===== src/rtl/offnariscv_pkg.sv =====
// Shared offnariscv pipeline types plus the pure branch-resolution function
// that is reused by ID / branch-predictor checks.
package offnariscv_pkg;

   localparam int unsigned XLEN = 32;

   typedef enum logic [2:0] {
      BRU_JAL,
      BRU_JALR,
      BRU_BEQ,
      BRU_BNE,
      BRU_BLT,
      BRU_BGE,
      BRU_BLTU,
      BRU_BGEU
   } bru_cmd_e;

   typedef struct packed {
      logic [XLEN-1:0] op1;
      logic [XLEN-1:0] op2;
      logic [XLEN-1:0] offset;
      logic [XLEN-1:0] this_pc;
      bru_cmd_e        cmd;
   } rfbru_tdata_t;

   typedef struct packed {
      logic [XLEN-1:0] result;
      logic [XLEN-1:0] new_pc;
      logic            taken;
   } bruwb_tdata_t;

   typedef enum logic [1:0] {StEmpty, StFull1, StFull2} skid_state_e;

   function automatic bruwb_tdata_t bru_resolve(rfbru_tdata_t in);
      bruwb_tdata_t    out;
      logic [XLEN-1:0] seq;
      logic [XLEN-1:0] tgt;
      logic            lt_s;
      logic            lt_u;
      seq  = in.this_pc + XLEN'(4);
      tgt  = in.this_pc + in.offset;
      lt_s = $signed(in.op1) < $signed(in.op2);
      lt_u = in.op1 < in.op2;
      out  = '0;
      unique case (in.cmd)
         BRU_JAL:  out.taken = 1'b1;
         BRU_JALR: out.taken = 1'b1;
         BRU_BEQ:  out.taken = (in.op1 == in.op2);
         BRU_BNE:  out.taken = (in.op1 != in.op2);
         BRU_BLT:  out.taken = lt_s;
         BRU_BGE:  out.taken = !lt_s;
         BRU_BLTU: out.taken = lt_u;
         BRU_BGEU: out.taken = !lt_u;
      endcase
      if (in.cmd == BRU_JAL || in.cmd == BRU_JALR) begin
         out.result = seq;
      end
      if (in.cmd == BRU_JALR) begin
         // JALR clears bit 0 only; bit 1 misalignment is left for WB/trap logic
         out.new_pc = (in.op1 + in.offset) & ~XLEN'(1);
      end else begin
         out.new_pc = out.taken ? tgt : seq;
      end
      return out;
   endfunction

endpackage


===== src/rtl/offnariscv_bru_if.sv =====
// RF->BRU and BRU->WB AXI-Stream links; master = surrounding pipeline, slave = BRU.
interface offnariscv_bru_if;
   import offnariscv_pkg::*;

   rfbru_tdata_t s_axis_tdata;
   logic         s_axis_tvalid;
   logic         s_axis_tready;
   bruwb_tdata_t m_axis_tdata;
   logic         m_axis_tvalid;
   logic         m_axis_tready;

   modport master (
      output s_axis_tdata, s_axis_tvalid, m_axis_tready,
      input  s_axis_tready, m_axis_tdata, m_axis_tvalid
   );

   modport slave (
      input  s_axis_tdata, s_axis_tvalid, m_axis_tready,
      output s_axis_tready, m_axis_tdata, m_axis_tvalid
   );
endinterface


===== src/rtl/offnariscv_skid_buf.sv =====
// Generic two-entry skid buffer with flush; s_ready derives from state only,
// never from m_ready.
module offnariscv_skid_buf
   import offnariscv_pkg::*;
#(
   parameter type T = logic
) (
   input  logic clk,
   input  logic rst,
   input  logic flush,
   input  T     s_data,
   input  logic s_valid,
   output logic s_ready,
   output T     m_data,
   output logic m_valid,
   input  logic m_ready
);

   skid_state_e state_q, state_d;
   T            out_q, skid_q;
   logic        accept;
   logic        load_out_in, load_out_skid, load_skid;

   assign accept = s_valid && s_ready;
   assign m_data = out_q;

   always_ff @(posedge clk) begin
      if (rst) begin
         state_q <= StEmpty;
      end else begin
         state_q <= state_d;
      end
   end

   always_comb begin
      state_d = state_q;
      if (flush) begin
         state_d = StEmpty;
      end else begin
         unique case (state_q)
            StEmpty: if (accept) state_d = StFull1;
            StFull1: begin
               if (accept && !m_ready) state_d = StFull2;
               else if (!accept && m_ready) state_d = StEmpty;
            end
            StFull2: if (m_ready) state_d = StFull1;
            default: state_d = StEmpty;
         endcase
      end
   end

   always_comb begin
      // Flush forces ready so an offered beat is swallowed in the squash cycle
      s_ready       = !rst && (flush || state_q != StFull2);
      m_valid       = (state_q != StEmpty);
      load_out_in   = 1'b0;
      load_out_skid = 1'b0;
      load_skid     = 1'b0;
      if (!flush) begin
         unique case (state_q)
            StEmpty: load_out_in = s_valid;
            StFull1: begin
               load_out_in = s_valid && m_ready;
               load_skid   = s_valid && !m_ready;
            end
            StFull2: load_out_skid = m_ready;
            default: ;
         endcase
      end
   end

   always_ff @(posedge clk) begin
      if (rst) begin
         out_q  <= '0;
         skid_q <= '0;
      end else begin
         if (load_out_in) begin
            out_q <= s_data;
         end else if (load_out_skid) begin
            out_q <= skid_q;
         end
         if (load_skid) begin
            skid_q <= s_data;
         end
      end
   end

endmodule


===== src/rtl/offnariscv_bru.sv =====
// Branch/jump execution unit: resolves on the input side, then buffers the
// computed result toward WB (skid buffer or single register).
module offnariscv_bru
   import offnariscv_pkg::*;
#(
   parameter int unsigned SKID = 1
) (
   input logic             clk,
   input logic             rst,
   input logic             flush,
   offnariscv_bru_if.slave axis
);

   bruwb_tdata_t res;

   assign res = bru_resolve(axis.s_axis_tdata);

   if (SKID != 0) begin : g_skid
      offnariscv_skid_buf #(
         .T (bruwb_tdata_t)
      ) u_skid_buf (
         .clk     (clk),
         .rst     (rst),
         .flush   (flush),
         .s_data  (res),
         .s_valid (axis.s_axis_tvalid),
         .s_ready (axis.s_axis_tready),
         .m_data  (axis.m_axis_tdata),
         .m_valid (axis.m_axis_tvalid),
         .m_ready (axis.m_axis_tready)
      );
   end else begin : g_reg
      bruwb_tdata_t out_q;
      logic         valid_q;
      logic         ready;

      assign ready              = !rst && (flush || !valid_q || axis.m_axis_tready);
      assign axis.s_axis_tready = ready;
      assign axis.m_axis_tdata  = out_q;
      assign axis.m_axis_tvalid = valid_q;

      always_ff @(posedge clk) begin
         if (rst) begin
            valid_q <= 1'b0;
            out_q   <= '0;
         end else if (flush) begin
            valid_q <= 1'b0;
         end else if (ready && axis.s_axis_tvalid) begin
            valid_q <= 1'b1;
            out_q   <= res;
         end else if (axis.m_axis_tready) begin
            valid_q <= 1'b0;
         end
      end
   end

endmodule


===== src/flat_wrapper.sv =====
// flat-port wrapper written by rule: the top's interface ports become plain ports
module offnariscv_bru_flat import offnariscv_pkg::*;
#(
   parameter int unsigned SKID = 1
)
  (clk, rst, flush, axis_s_axis_tdata, axis_s_axis_tvalid, axis_m_axis_tready, axis_s_axis_tready, axis_m_axis_tdata, axis_m_axis_tvalid);
  offnariscv_bru_if axis_i ();
  input logic clk;
  input logic rst;
  input logic flush;
  input wire logic [$bits(axis_i.s_axis_tdata)-1:0] axis_s_axis_tdata;
  input wire logic [$bits(axis_i.s_axis_tvalid)-1:0] axis_s_axis_tvalid;
  input wire logic [$bits(axis_i.m_axis_tready)-1:0] axis_m_axis_tready;
  output wire logic [$bits(axis_i.s_axis_tready)-1:0] axis_s_axis_tready;
  output wire logic [$bits(axis_i.m_axis_tdata)-1:0] axis_m_axis_tdata;
  output wire logic [$bits(axis_i.m_axis_tvalid)-1:0] axis_m_axis_tvalid;
  assign axis_i.s_axis_tdata = axis_s_axis_tdata;
  assign axis_i.s_axis_tvalid = axis_s_axis_tvalid;
  assign axis_i.m_axis_tready = axis_m_axis_tready;
  assign axis_s_axis_tready = axis_i.s_axis_tready;
  assign axis_m_axis_tdata = axis_i.m_axis_tdata;
  assign axis_m_axis_tvalid = axis_i.m_axis_tvalid;
  offnariscv_bru #(.SKID(SKID)) u_core (.clk(clk), .rst(rst), .flush(flush), .axis(axis_i));
endmodule

===== config.mk =====
export PLATFORM = sky130hd
export DESIGN_NAME = offnariscv_bru_flat
export DESIGN_NICKNAME = d
export VERILOG_FILES = /design/src/rtl/offnariscv_pkg.sv /design/src/rtl/offnariscv_bru_if.sv /design/src/rtl/offnariscv_skid_buf.sv /design/src/rtl/offnariscv_bru.sv /design/src/flat_wrapper.sv
export SDC_FILE = /design/constraint.sdc
export NUM_CORES = 1
export LEC_CHECK = 0
export BUFFER_PORTS_ARGS = -buffer_cell sky130_fd_sc_hd__buf_2
export CAP_MARGIN = 25
export CORE_MARGIN = 8
export CORE_UTILIZATION = 55
export DETAILED_ROUTE_END_ITERATION = 7
export PLACE_DENSITY = 0.8
export REMOVE_ABC_BUFFERS = 1
export SYNTH_ARGS = -nofsm -noshare
export SYNTH_HDL_FRONTEND = slang
export SYNTH_SLANG_ARGS = --single-unit

===== constraint.sdc =====
create_clock -name clk -period 4.15 [get_ports clk]
set_input_delay 0.2075 -clock clk [delete_from_list [all_inputs] [get_ports clk]]
set_output_delay 0.2075 -clock clk [all_outputs]
set_load 0.02 [all_outputs]

# Word level (Yosys, flattened, before mapping)
# Cells that the tools add are included.
[word_totals]
register_bits = 132
latchBits = 0
ramBits = 0
mem_bits_ro = 0
input_bits = 136
out_inout_bits = 67
n_memories = 0
[op_classes]
addsub = 3
multipliers = 0
n_div = 0
n_lt_le_gt_ge = 2
n_eq_ne = 15
n_shift = 0
muxes = 17
bitwise_logic = 0
reduce_logical = 20
[op_table]
columns = ["cell", "n"]
rows = [
  ["$mux 65", 2],
  ["$mux 32", 3],
  ["$add 32x32->32", 2],
  ["$lt 32x32->1", 2],
  ["$add 32x3->32 const B", 1],
  ["$eq 32x32->1", 1],
  ["$ne 32x32->1", 1],
  ["$eq 3x3->1 const B", 4],
  ["$mux 2", 4],
  ["$pmux 1 s7", 1],
  ["$eq 3x2->1 const B", 2],
  ["$logic_and 1x1->1", 6],
  ["$ne 2x2->1 const B", 3],
  ["$pmux 2 s3", 1],
  ["$logic_not 1->1", 5],
  ["$mux 1", 5],
  ["$reduce_bool 2->1", 2],
  ["$reduce_or 2->1", 2],
  ["$eq 3x1->1 const B", 1],
  ["$logic_not 3->1", 1],
  ["$ne 3x3->1 const B", 1],
  ["$reduce_and 3->1", 1],
  ["$eq 2x1->1 const B", 1],
  ["$eq 2x2->1 const B", 1],
  ["3 further kinds", 4],
]

# Longest topological paths before layout
# Gate-level depths: netlist of the first run.
[depth]
ltp_word = 9
mapped_depth = 14

# Cells and area by module
# Synthesis of the first run repeated with hierarchy kept, for this count alone.
[unflattened]
cells_unflattened = 1437
area_unflattened_um2 = 11188.2
[by_module_without_submodules]
columns = ["mod", "n_inst", "cells_per_inst", "area_each_um2"]
rows = [
  ["offnariscv_skid_buf", 1, 673, 5850.6],
  ["offnariscv_bru", 1, 764, 5337.6],
]

# Worst setup path after synthesis of the first run
# No wires, ideal clock.
[synth_path]
path_type = "in2reg"
startpoint = "input axis_s_axis_tdata[3]"
endpoint = "register u_core.g_skid.u_skid_buf.out_q, in the netlist u_core.g_skid.u_skid_buf.m_data[29]"
setup_time_ns = 0.132
arrival_ns = 2.777
required_ns = 4.018
setup_slack_ns = 1.241
cell_stages = 13
path_buffers = 0
path_cell_list = "ha_1 > inv_1 > fa_1 > nand2b_1 > a21oi_1 > o41a_1 > a41oi_2 > nor3_1 > o41ai_4 > xnor2_1 > mux2_2 > a222oi_1 > a21oi_1"
[synth_via]
elab_chain_len = 4
[synth_rtl]
columns = ["item", "line_no", "text"]
rows = [
  ["start: declaration", "flat_wrapper.sv:11", "input wire logic [$bits(axis_i.s_axis_tdata)-1:0] axis_s_axis_tdata;"],
  ["$add 32x3->32 or $add 32x32->32 (tied branches)", "offnariscv_pkg.sv:40, offnariscv_pkg.sv:41", ""],
  ["$mux 32 *", "offnariscv_pkg.sv:62", "out.new_pc = out.taken ? tgt : seq;"],
  ["$mux 32 *", "offnariscv_pkg.sv:58", "if (in.cmd == BRU_JALR) begin"],
  ["$mux 65 *", "offnariscv_skid_buf.sv:77", "if (load_out_in) begin"],
  ["end signal: assignment", "offnariscv_skid_buf.sv:78", "out_q <= s_data;"],
  ["end signal: assignment", "offnariscv_skid_buf.sv:80", "out_q <= skid_q;"],
  ["end: declaration", "offnariscv_skid_buf.sv:20", "T out_q, skid_q;"],
]
# Every way passes the cells marked *; elsewhere a longest branch is shown, timed or not.
# A chain may end at the register's enable or synchronous reset.

# Worst setup path in the final report of the first run
[layout_path]
startpoint = "input axis_s_axis_tdata[97]"
endpoint = "register u_core.g_skid.u_skid_buf.out_q, in the netlist u_core.g_skid.u_skid_buf.m_data[29]"
[layout_via]
elab_chain_len = 6
[layout_rtl]
columns = ["item", "line_no", "text"]
rows = [
  ["$lt 32x32->1, on equally long branches", "offnariscv_pkg.sv:43, offnariscv_pkg.sv:42", ""],
  ["$logic_not 1->1, on equally long branches", "offnariscv_pkg.sv:53, offnariscv_pkg.sv:51", ""],
  ["$pmux 1 s7 *", "offnariscv_pkg.sv:45", "unique case (in.cmd)"],
  ["$mux 32 *", "offnariscv_pkg.sv:62", ""],
  ["$mux 32 *", "offnariscv_pkg.sv:58", ""],
  ["$mux 65 *", "offnariscv_skid_buf.sv:77", ""],
]
# Marks and branches as above.

==> results of run 1 <==
## synthesized netlist by cell type (5+ instances only)
cell | instances | area (µm²)
mux2i_1 | 9 | 90.1
nand2_1 | 96 | 360
xnor2_1 | 56 | 490
clkbuf_1 | 61 | 229
a21o_1 | 27 | 203
o21a_1 | 9 | 67.6
nand2b_1 | 10 | 62.6
a222oi_1 | 29 | 290
o22ai_1 | 9 | 56.3
and3_1 | 16 | 100
nor2b_1 | 11 | 68.8
inv_1 | 51 | 191
xor2_1 | 28 | 245
dfxtp_1 | 132 | 2640
a211oi_1 | 29 | 218
a211o_1 | 6 | 52.6
o21ai_0 | 37 | 185
a22oi_1 | 64 | 480
nand3b_1 | 13 | 97.6
a21oi_1 | 104 | 521
o32ai_1 | 5 | 43.8
nor3_1 | 19 | 95.1
nand4_1 | 25 | 156
a31oi_1 | 11 | 68.8
or2_2 | 6 | 37.5
o31ai_1 | 11 | 82.6
nor4_1 | 6 | 37.5
nand3_1 | 29 | 145
and2_1 | 11 | 68.8
o21ai_1 | 8 | 40.0
ha_1 | 95 | 1190
o211ai_1 | 10 | 75.1
or3_1 | 18 | 113
nor2_1 | 152 | 571
## power breakdown
group / internal, W / switching (W)
registers: 0.00130 / 0.0000226
logic: 0.000465 / 0.000717
clock network: 0.000848 / 0.000624
total: 0.00262 / 0.00136
## metal layers
layer  vias up  wire (µm)  global-route usage
li1       5135          -                   -
met1      5027      15100               0.385
met2       546      15100               0.444
met3        78       3520              0.0749
met4         2       1060               0.100
met5         -          8                   0
## sequential cells by signal (all words and copies together) (netlist names)
register,count
u_core.g_skid.u_skid_buf.m_data,65
u_core.g_skid.u_skid_buf.skid_q,65
u_core.g_skid.u_skid_buf.state_q,2
## layout by cell type (no fill, tap or decap), types with 6 or more instances in the layout
master	count
buf_2	201
nor2_1	149
dfxtp_1	132
a21oi_1	104
nand2_1	95
ha_1	95
a22oi_1	64
xnor2_1	56
inv_1	51
o21ai_0	37
nand3_1	29
a211oi_1	29
a222oi_1	29
xor2_1	28
a21o_1	27
nand4_1	25
or3_1	18
nor3_1	17
clkbuf_16	17
and3_1	16
buf_4	15
nand3b_1	13
and2_1	11
nor2b_1	11
o31ai_1	11
a31oi_1	11
nand2b_1	10
o211ai_1	10
o21a_1	9
mux2i_1	9
o22ai_1	9
o21ai_1	8
or2_2	6
a211o_1	6
nor4_1	6
## final timing paths
check	from	cells past startpoint	endpoint
setup reg to reg	u_core.g_skid.u_skid_buf.state_q[1]$_SDFFE_PP0P_	8	u_core.g_skid.u_skid_buf.m_data[41]$_SDFFE_PP0P_
hold / removal	axis_s_axis_tdata[4]	3	u_core.g_skid.u_skid_buf.m_data[34]$_SDFFE_PP0P_
hold reg to reg	u_core.g_skid.u_skid_buf.skid_q[38]$_SDFFE_PP0P_	2	u_core.g_skid.u_skid_buf.m_data[38]$_SDFFE_PP0P_
setup / recovery	axis_s_axis_tdata[97]	13	u_core.g_skid.u_skid_buf.m_data[29]$_SDFFE_PP0P_
## worst register-to-register path: cells and delay by family, from the launching register on
kind                   cells  cell delay (ns)
flip-flops                 1             0.36
AO/OA/AOI/OAI              2             0.37
AND/OR/NAND/NOR            4             0.86
buffers and inverters      2             0.68
## kinds of logic after synthesis
family,Yosys count
compound gates,411
simple gates,422
fa+ha+maj,97
flops,132
xor+xnor,85
mux,17
buf+inv,121
## stage by stage
stage	setup WS, ns	utilization	std cells
CTS	0.918	0.660	1694
detailed placement	0.472	0.628	1661
global route	0.778	0.660	1696
floorplan	-0.778	-	1215
global placement	0.605	0.627	1660
finish	0.890	0.660	1696
## timing repair
action                                 CTS  global route
endpoints found under the hold margin    2             0
hold buffers                             1             0
buffers inserted                         0             0
## area by class of cell
cell class,instances,area [µm²],area share
multi-input cells,1032,7090,0.594
flip-flops and latches,132,2640,0.221
repair buffers,218,1160,0.0968
clock buffers,19,443,0.0371
well taps,229,287,0.0240
inverters,51,191,0.0160
clock inverters,13,126,0.0106
diodes,2,5.00,0.000419
==> flow_metrics.env, run 1 <==
export IMPL_status="finished clean"
export IMPL_max_freq_ghz=0.307
export IMPL_fin_setup_tns_ns=0
export IMPL_rsz0062_at_grt="no"
export IMPL_gp_congestion=0.964
export IMPL_holdWs_ns=0.0734
export IMPL_cts_resized=0
export IMPL_synth_compound_area_frac=0.285
export IMPL_post_route_period_util=0.786
export IMPL_drc=0
export IMPL_ir_worst_vdd_uv=215
export IMPL_place_area_um2=11400
export IMPL_finClkSkew_ns=0.0132
export IMPL_grt_pass1_wl_um=54500
export IMPL_start_kind="input pin"
export IMPL_hpwl_um=26800
export IMPL_tightestPinTransition_ns=0.882
export IMPL_die_y_um=152
export IMPL_clk_latency_ns=0.43
export IMPL_num_vias=10800
export IMPL_h_tree_depth=4
export IMPL_hold_viol=0
export IMPL_yosysWarnings=0
export IMPL_cts_buffer_depth=2
export IMPL_crit_family="compound AO/OA/AOI/OAI gates"
export IMPL_synthAdderAreaFrac=0.121
export IMPL_ios=203
export IMPL_grtUsageTotal=0.289
export IMPL_power_density_nw_per_um2=333
export IMPL_drv_cap=0
export IMPL_grt_max_degree=71
export IMPL_cts_tree="done"
export IMPL_rrSetupSlack_ns=1.81
export IMPL_syn_area_per_cell_um2=7.92
export IMPL_period_needed_ns=3.26
export IMPL_cts_buffers=17
export IMPL_root_buffer="clkbuf_16"
export IMPL_wl_per_cell_um=20.5
export IMPL_critPathKind="input pin to flop"
export IMPL_slew_headroom=0.411
export IMPL_row_count=49
export IMPL_nets=1685
export IMPL_synth_ff_type="dfxtp_1"
export IMPL_crit_path_top_delay_cell="a21oi_4"
export IMPL_cts_sinks=132
export IMPL_yosysUniqueCellTypes=73
export IMPL_io_buffers=202
export IMPL_drt_iter0_drc=1116
export IMPL_synthesis_area_um2=10200
export IMPL_synth_seq_area_share=0.260
export IMPL_antenna_found_initial=3
export IMPL_cellLeakagePower_nw=5.22
export IMPL_synthCells=1285
export IMPL_synth_top_family_by_area="compound AO/OA/AOI/OAI gates"
export IMPL_slowest_delay_ns=0.75
export IMPL_muxShareOfSynthArea=0.0177
export IMPL_p_total_w=0.00398
export IMPL_start_util=0.563
export IMPL_final_cell_area_um2=11900
export IMPL_grt_pass1_vias=10300
export IMPL_grt_ovfl_total=0
export IMPL_crit_path_max_fanout=24
export IMPL_arrival_ns=3.54
export IMPL_firstDrtPassIters=7
export IMPL_setup_viol=0
export IMPL_slew_viol_final=0
export IMPL_via_per_inst=6.36
export IMPL_core_area_um2=18100
export IMPL_async_reset_ff_frac=0
export IMPL_synth_xor_area_frac=0.0739
export IMPL_worst_path_buf_inv=2
export IMPL_endpoint_kind="flop"
export IMPL_clk_pin_slew_ns=0.07
export IMPL_synth_seq_cells=132
export IMPL_die_w_um=152
export IMPL_area_delta_synth_final_pct=17.4
export IMPL_critPathRequiredTime_ns=4.43
export IMPL_dieArea_um2=23100
export IMPL_crit_chain="buf_2 > inv_1 > ha_1 > nand4_1 > nor3_1 > a221o_1 > a211o_1 > a21oi_2 > xor2_2 > a21oi_4 > mux2_2 > a222oi_1 > a21oi_1"
export IMPL_fill_cells=1609
export IMPL_yosys_area_share_simple=0.197
export IMPL_ant_nets=0
export IMPL_drive_gt1_frac=0.186
export IMPL_drt_total_wl_um=34800
export IMPL_synth_edf_count=0
export IMPL_hold_class="input pin to flop"
No activity file was read; power rests on OpenSTA's default activity.
==> run 2, diff against run 1 <==
==> constraint.sdc (replaced) <==
create_clock -name clk -period 3.25 [get_ports clk]
set_input_delay 0.1625 -clock clk [delete_from_list [all_inputs] [get_ports clk]]
set_output_delay 0.1625 -clock clk [all_outputs]
set_load 0.02 [all_outputs]
==> flow_metrics.env, run 2 (same netlist as run 1, synthesis figures left out) <==
export IMPL_nets=1710
export IMPL_wl_per_cell_um=20.3
export IMPL_cts_tree="done"
export IMPL_root_buffer="clkbuf_16"
export IMPL_holdBufCountCts=1
export IMPL_fill_cells=1544
export IMPL_post_route_period_util=0.863
export IMPL_drt_iter0_drc=1041
export IMPL_crit_chain="buf_2 > inv_1 > ha_1 > nand4_1 > nor3_1 > a221o_1 > a211o_1 > a21oi_2 > xor2_2 > a21oi_4 > buf_4 > mux2_1 > o21ai_1 > a21oi_1"
export IMPL_grt_pass1_vias=10300
export IMPL_crit_path_top_delay_cell="a21oi_4"
export IMPL_multi_input_area_um2=7090
export IMPL_place_area_um2=11600
export IMPL_critPathRequiredTime_ns=3.52
export IMPL_row_count=49
export IMPL_cellLeakagePower_nw=5.37
export IMPL_ant_nets=0
export IMPL_status="complete, but fails checks"
export IMPL_via_per_inst=6.31
export IMPL_slowest_delay_ns=0.40
export IMPL_grtUsageTotal=0.290
export IMPL_violations="design-rule violations"
export IMPL_setup_ws_ns=0.446
export IMPL_crit_path_max_fanout=11
export IMPL_cts_sinks=132
export IMPL_hpwl_um=27400
export IMPL_dieArea_um2=23100
export IMPL_clk_pin_slew_ns=0.06
export IMPL_dp_cells=1686
export IMPL_p_total_w=0.00524
export IMPL_io_buffers=202
export IMPL_firstDrtPassIters=8
export IMPL_antenna_found_initial=1
export IMPL_endpoint_kind="flop"
export IMPL_core_area_um2=18100
export IMPL_power_density_nw_per_um2=430
export IMPL_worstReg2RegEnd="u_core.g_skid.u_skid_buf.m_data[41]$_SDFFE_PP0P_"
export IMPL_num_vias=10900
export IMPL_area_delta_synth_final_pct=19.6
export IMPL_die_y_um=152
export IMPL_rsz0062_at_grt="no"
export IMPL_hold_depth=3
export IMPL_min_delay_start="axis_s_axis_tdata[3]"
export IMPL_h_tree_depth=4
export IMPL_cts_resized=0
export IMPL_post_cts_buffers=0
export IMPL_drt_total_wl_um=34900
export IMPL_ir_worst_vdd_uv=337
export IMPL_grt_ovfl_total=0
export IMPL_most_common_layout_cells="buf_2, nor2_1, dfxtp_1"
export IMPL_fin_cells=1720
export IMPL_cts_buffers=17
export IMPL_finClkSkew_ns=0.0233
export IMPL_period_needed_ns=2.80
export IMPL_die_w_um=152
export IMPL_final_cell_area_um2=12200
export IMPL_dp_worst_setup_slack_ns=0.0617
export IMPL_reg2reg_depth=7
export IMPL_max_freq_ghz=0.357
export IMPL_fin_setup_tns_ns=0
export IMPL_hold_class="input pin to flop"
export IMPL_hold_viol=0
export IMPL_drv_cap=0
export IMPL_ios=203
export IMPL_clk_latency_ns=0.43
export IMPL_rr_startpoint="u_core.g_skid.u_skid_buf.state_q[0]$_SDFFE_PP0P_"
export IMPL_cts_buffer_depth=2
export IMPL_setup_viol=0
export IMPL_grt_max_degree=66
export IMPL_slew_headroom=0.454
export IMPL_drive_gt1_frac=0.199
export IMPL_tightestPinTransition_ns=0.819
export IMPL_critPathKind="input pin to flop"
export IMPL_arrival_ns=3.07
export IMPL_grt_pass1_wl_um=55000
export IMPL_regArea_um2=2640
export IMPL_start_kind="input pin"
export IMPL_mostFrequentLayoutCell="buf_2"
export IMPL_gp_congestion=0.972
export IMPL_start_util=0.563
export IMPL_drc=10
export IMPL_min_to="u_core.g_skid.u_skid_buf.skid_q[33]$_SDFFE_PP0P_"
export IMPL_rrSetupSlack_ns=0.98
export IMPL_slew_viol_final=0
==> run 2: power by group <==
part           internal [W]  leakage (nW)  switching, W
Combinational      0.000634          4.01      0.000919
Clock               0.00121         0.291      0.000781
Sequential          0.00166          1.07     0.0000309
Total               0.00351          5.37       0.00173
==> run 2: stage by stage <==
step / hold WS, ns / utilization
2_1_floorplan: 0.232 / -
3_3_place_gp: 0.379 / 0.638
3_5_place_dp: 0.388 / 0.639
4_1_cts: 0.0142 / 0.673
5_1_grt: 0.0453 / 0.673
6_report: 0.0388 / 0.673
==> run 2: metal layers <==
layer,global-route usage,part of all wire,vias to the layer above
met5,0,0,-
met1,0.398,0.44,5061
li1,-,-,5199
met4,0.0904,0.022,0
met3,0.0522,0.10,64
met2,0.452,0.44,534
==> run 2: layout make-up <==
class,count,share of cell area
clock inverter,14,0.0145
tap,229,0.0235
multi-input combinational,1032,0.582
inverter,51,0.0157
timing repair buffer,243,0.111
sequential,132,0.217
clock buffer,17,0.0349
antenna,2,0.000411
==> run 2: worst max path at each step <==
stage / slack [ns] / start / cells past startpoint / endpoint
5_1_grt: 0.23 / axis_s_axis_tdata[130] / 13 / u_core.g_skid.u_skid_buf.skid_q[13]$_SDFFE_PP0P_
2_1_floorplan: -1.68 / u_core.g_skid.u_skid_buf.state_q[0]$_SDFFE_PP0P_ / 5 / u_core.g_skid.u_skid_buf.m_data[33]$_SDFFE_PP0P_
3_3_place_gp: 0.12 / axis_s_axis_tdata[130] / 13 / u_core.g_skid.u_skid_buf.skid_q[13]$_SDFFE_PP0P_
3_5_place_dp: 0.06 / axis_s_axis_tdata[130] / 13 / u_core.g_skid.u_skid_buf.skid_q[13]$_SDFFE_PP0P_
4_1_cts: 0.49 / axis_s_axis_tdata[3] / 14 / u_core.g_skid.u_skid_buf.skid_q[23]$_SDFFE_PP0P_
6_report: 0.45 / axis_s_axis_tdata[97] / 14 / u_core.g_skid.u_skid_buf.m_data[13]$_SDFFE_PP0P_
==> run 2: critical path: cells and delay by family <==
| family | cells | cell delay, ns |
|---|---|---|
| AND/OR/NAND/NOR | 2 | 0.26 |
| buffers and inverters | 3 | 0.36 |
| multiplexers | 1 | 0.35 |
| adder cells (fa/ha/maj) | 1 | 0.32 |
| XOR/XNOR | 1 | 0.15 |
| AO/OA/AOI/OAI | 6 | 1.45 |
==> run 3, diff against run 2 <==
==> constraint.sdc (replaced) <==
create_clock -name clk -period 3.08 [get_ports clk]
set_input_delay 0.154 -clock clk [delete_from_list [all_inputs] [get_ports clk]]
set_output_delay 0.154 -clock clk [all_outputs]
set_load 0.02 [all_outputs]
==> flow_metrics.env, run 3 (same netlist as run 1, synthesis figures left out) <==
export IMPL_status="finished clean"
export IMPL_cts_sinks=132
export IMPL_arrival_ns=3.08
export IMPL_period_needed_ns=2.76
export IMPL_grt_pass1_wl_um=55200
export IMPL_area_delta_synth_final_pct=21.4
export IMPL_use_met2=0.454
export IMPL_grt_pass1_vias=10400
export IMPL_row_count=49
export IMPL_via_per_inst=6.28
export IMPL_io_buffers=202
export IMPL_drive_gt1_frac=0.206
export IMPL_core_area_um2=18100
export IMPL_slew_headroom=0.449
export IMPL_antenna_found_initial=1
export IMPL_rsz0062_at_grt="no"
export IMPL_drt_iter0_drc=1021
export IMPL_setup_viol=0
export IMPL_fin_setup_tns_ns=0
export IMPL_gp_congestion=0.973
export IMPL_dp_worst_setup_slack_ns=-0.0553
export IMPL_endpoint_kind="flop"
export IMPL_grt_max_degree=123
export IMPL_ir_worst_vdd_uv=394
export IMPL_hold_class="input pin to flop"
export IMPL_ios=203
export IMPL_cts_buffers=17
export IMPL_power_density_nw_per_um2=461
export IMPL_start_kind="input pin"
export IMPL_max_freq_ghz=0.363
export IMPL_cts_buffer_depth=2
export IMPL_fill_cells=1544
export IMPL_setup_ws_ns=0.324
export IMPL_hold_viol=0
export IMPL_mostFrequentLayoutCell="buf_2"
export IMPL_crit_path_max_fanout=4
export IMPL_drv_cap=0
export IMPL_post_route_period_util=0.895
export IMPL_grt_ovfl_total=0
export IMPL_ant_nets=0
export IMPL_use_met1=0.392
export IMPL_die_w_um=152
export IMPL_finClkSkew_ns=0.0108
export IMPL_utilization=0.683
export IMPL_grtUsageTotal=0.293
export IMPL_cellLeakagePower_nw=5.47
export IMPL_slew_viol_final=0
export IMPL_dieArea_um2=23100
export IMPL_most_common_layout_cells="buf_2, nor2_1, dfxtp_1"
export IMPL_drt_total_wl_um=35300
export IMPL_h_tree_depth=4
export IMPL_nets=1723
export IMPL_grt_util_met3=0.0686
export IMPL_grt_busiest_layer="met2"
export IMPL_root_buffer="clkbuf_16"
export IMPL_die_y_um=152
export IMPL_num_vias=10900
export IMPL_hpwl_um=27100
export IMPL_n_antenna_cell=0
export IMPL_clk_pin_slew_ns=0.06
export IMPL_drc=0
export IMPL_wl_per_cell_um=20.4
export IMPL_critPathRequiredTime_ns=3.41
export IMPL_firstDrtPassIters=8
export IMPL_start_util=0.563
export IMPL_tightestPinTransition_ns=0.826
export IMPL_critPathKind="input pin to flop"
export IMPL_cts_resized=0
export IMPL_cts_tree="done"
export IMPL_clk_latency_ns=0.43
==> run 3: per-stage QoR <==
step,total power (W),hold WS [ns],instance area (µm²),std cells
floorplan,0.00285,0.223,9900,1215
CTS,0.00568,0.0161,12400,1732
global route,0.00593,0.0326,12400,1732
detailed placement,0.00346,0.386,11700,1699
global placement,0.00344,0.372,11700,1699
finish,0.00569,0.0289,12400,1732
==> run 3: metal layers <==
metal / wire [µm] / part of all wire / vias to the layer above
met5: 8 / 0.00023 / -
met1: 15300 / 0.43 / 4995
met2: 15400 / 0.44 / 586
met3: 3730 / 0.11 / 75
met4: 901 / 0.026 / 2
li1: - / - / 5222
==> run 3: worst paths after layout <==
path / startpoint / to / slack, ns / cells after the start
max reg2reg: u_core.g_skid.u_skid_buf.state_q[0]$_SDFFE_PP0P_ / u_core.g_skid.u_skid_buf.m_data[8]$_SDFFE_PP0P_ / 1.01 / 6
min reg2reg: u_core.g_skid.u_skid_buf.skid_q[36]$_SDFFE_PP0P_ / u_core.g_skid.u_skid_buf.skid_q[36]$_SDFFE_PP0P_ / 0.46 / 2
min: axis_s_axis_tdata[4] / u_core.g_skid.u_skid_buf.skid_q[34]$_SDFFE_PP0P_ / 0.03 / 3
max: axis_s_axis_tdata[3] / u_core.g_skid.u_skid_buf.m_data[31]$_SDFFE_PP0P_ / 0.32 / 15
==> run 3: power breakdown <==
part           internal (W)  switching (W)  leakage, nW  total [W]
combinational      0.000695       0.000979         4.09    0.00167
sequential          0.00176      0.0000296         1.07    0.00178
clock               0.00143       0.000806        0.314    0.00223
==> run 3: cell type report <==
class / count / area (µm²) / share of cell area
Clock inverter: 11 / 173 / 0.0140
Timing Repair Buffer: 256 / 1500 / 0.121
Clock buffer: 21 / 470 / 0.0381
Tap cell: 229 / 287 / 0.0232
Sequential cell: 132 / 2640 / 0.214
Inverter: 51 / 191 / 0.0155
Multi-Input combinational cell: 1032 / 7090 / 0.574
==> run 3: repair_timing <==
| action | in CTS | in global routing |
|---|---|---|
| hold endpoints to repair | 2 | 0 |
| setup buffers | 0 | 0 |
| hold buffers | 1 | 0 |
==> run 3: worst max-delay path: stages <==
cell and delay, ns:
buf_2 0.11, ha_1 0.21, inv_1 0.07, fa_1 0.21, nand2b_1 0.14, a21oi_1 0.08
o41a_1 0.42, a41oi_2 0.36, nor3_1 0.11, buf_4 0.16, o41ai_4 0.24, buf_4 0.17
mux2i_1 0.18, o22ai_1 0.13, o32ai_1 0.32
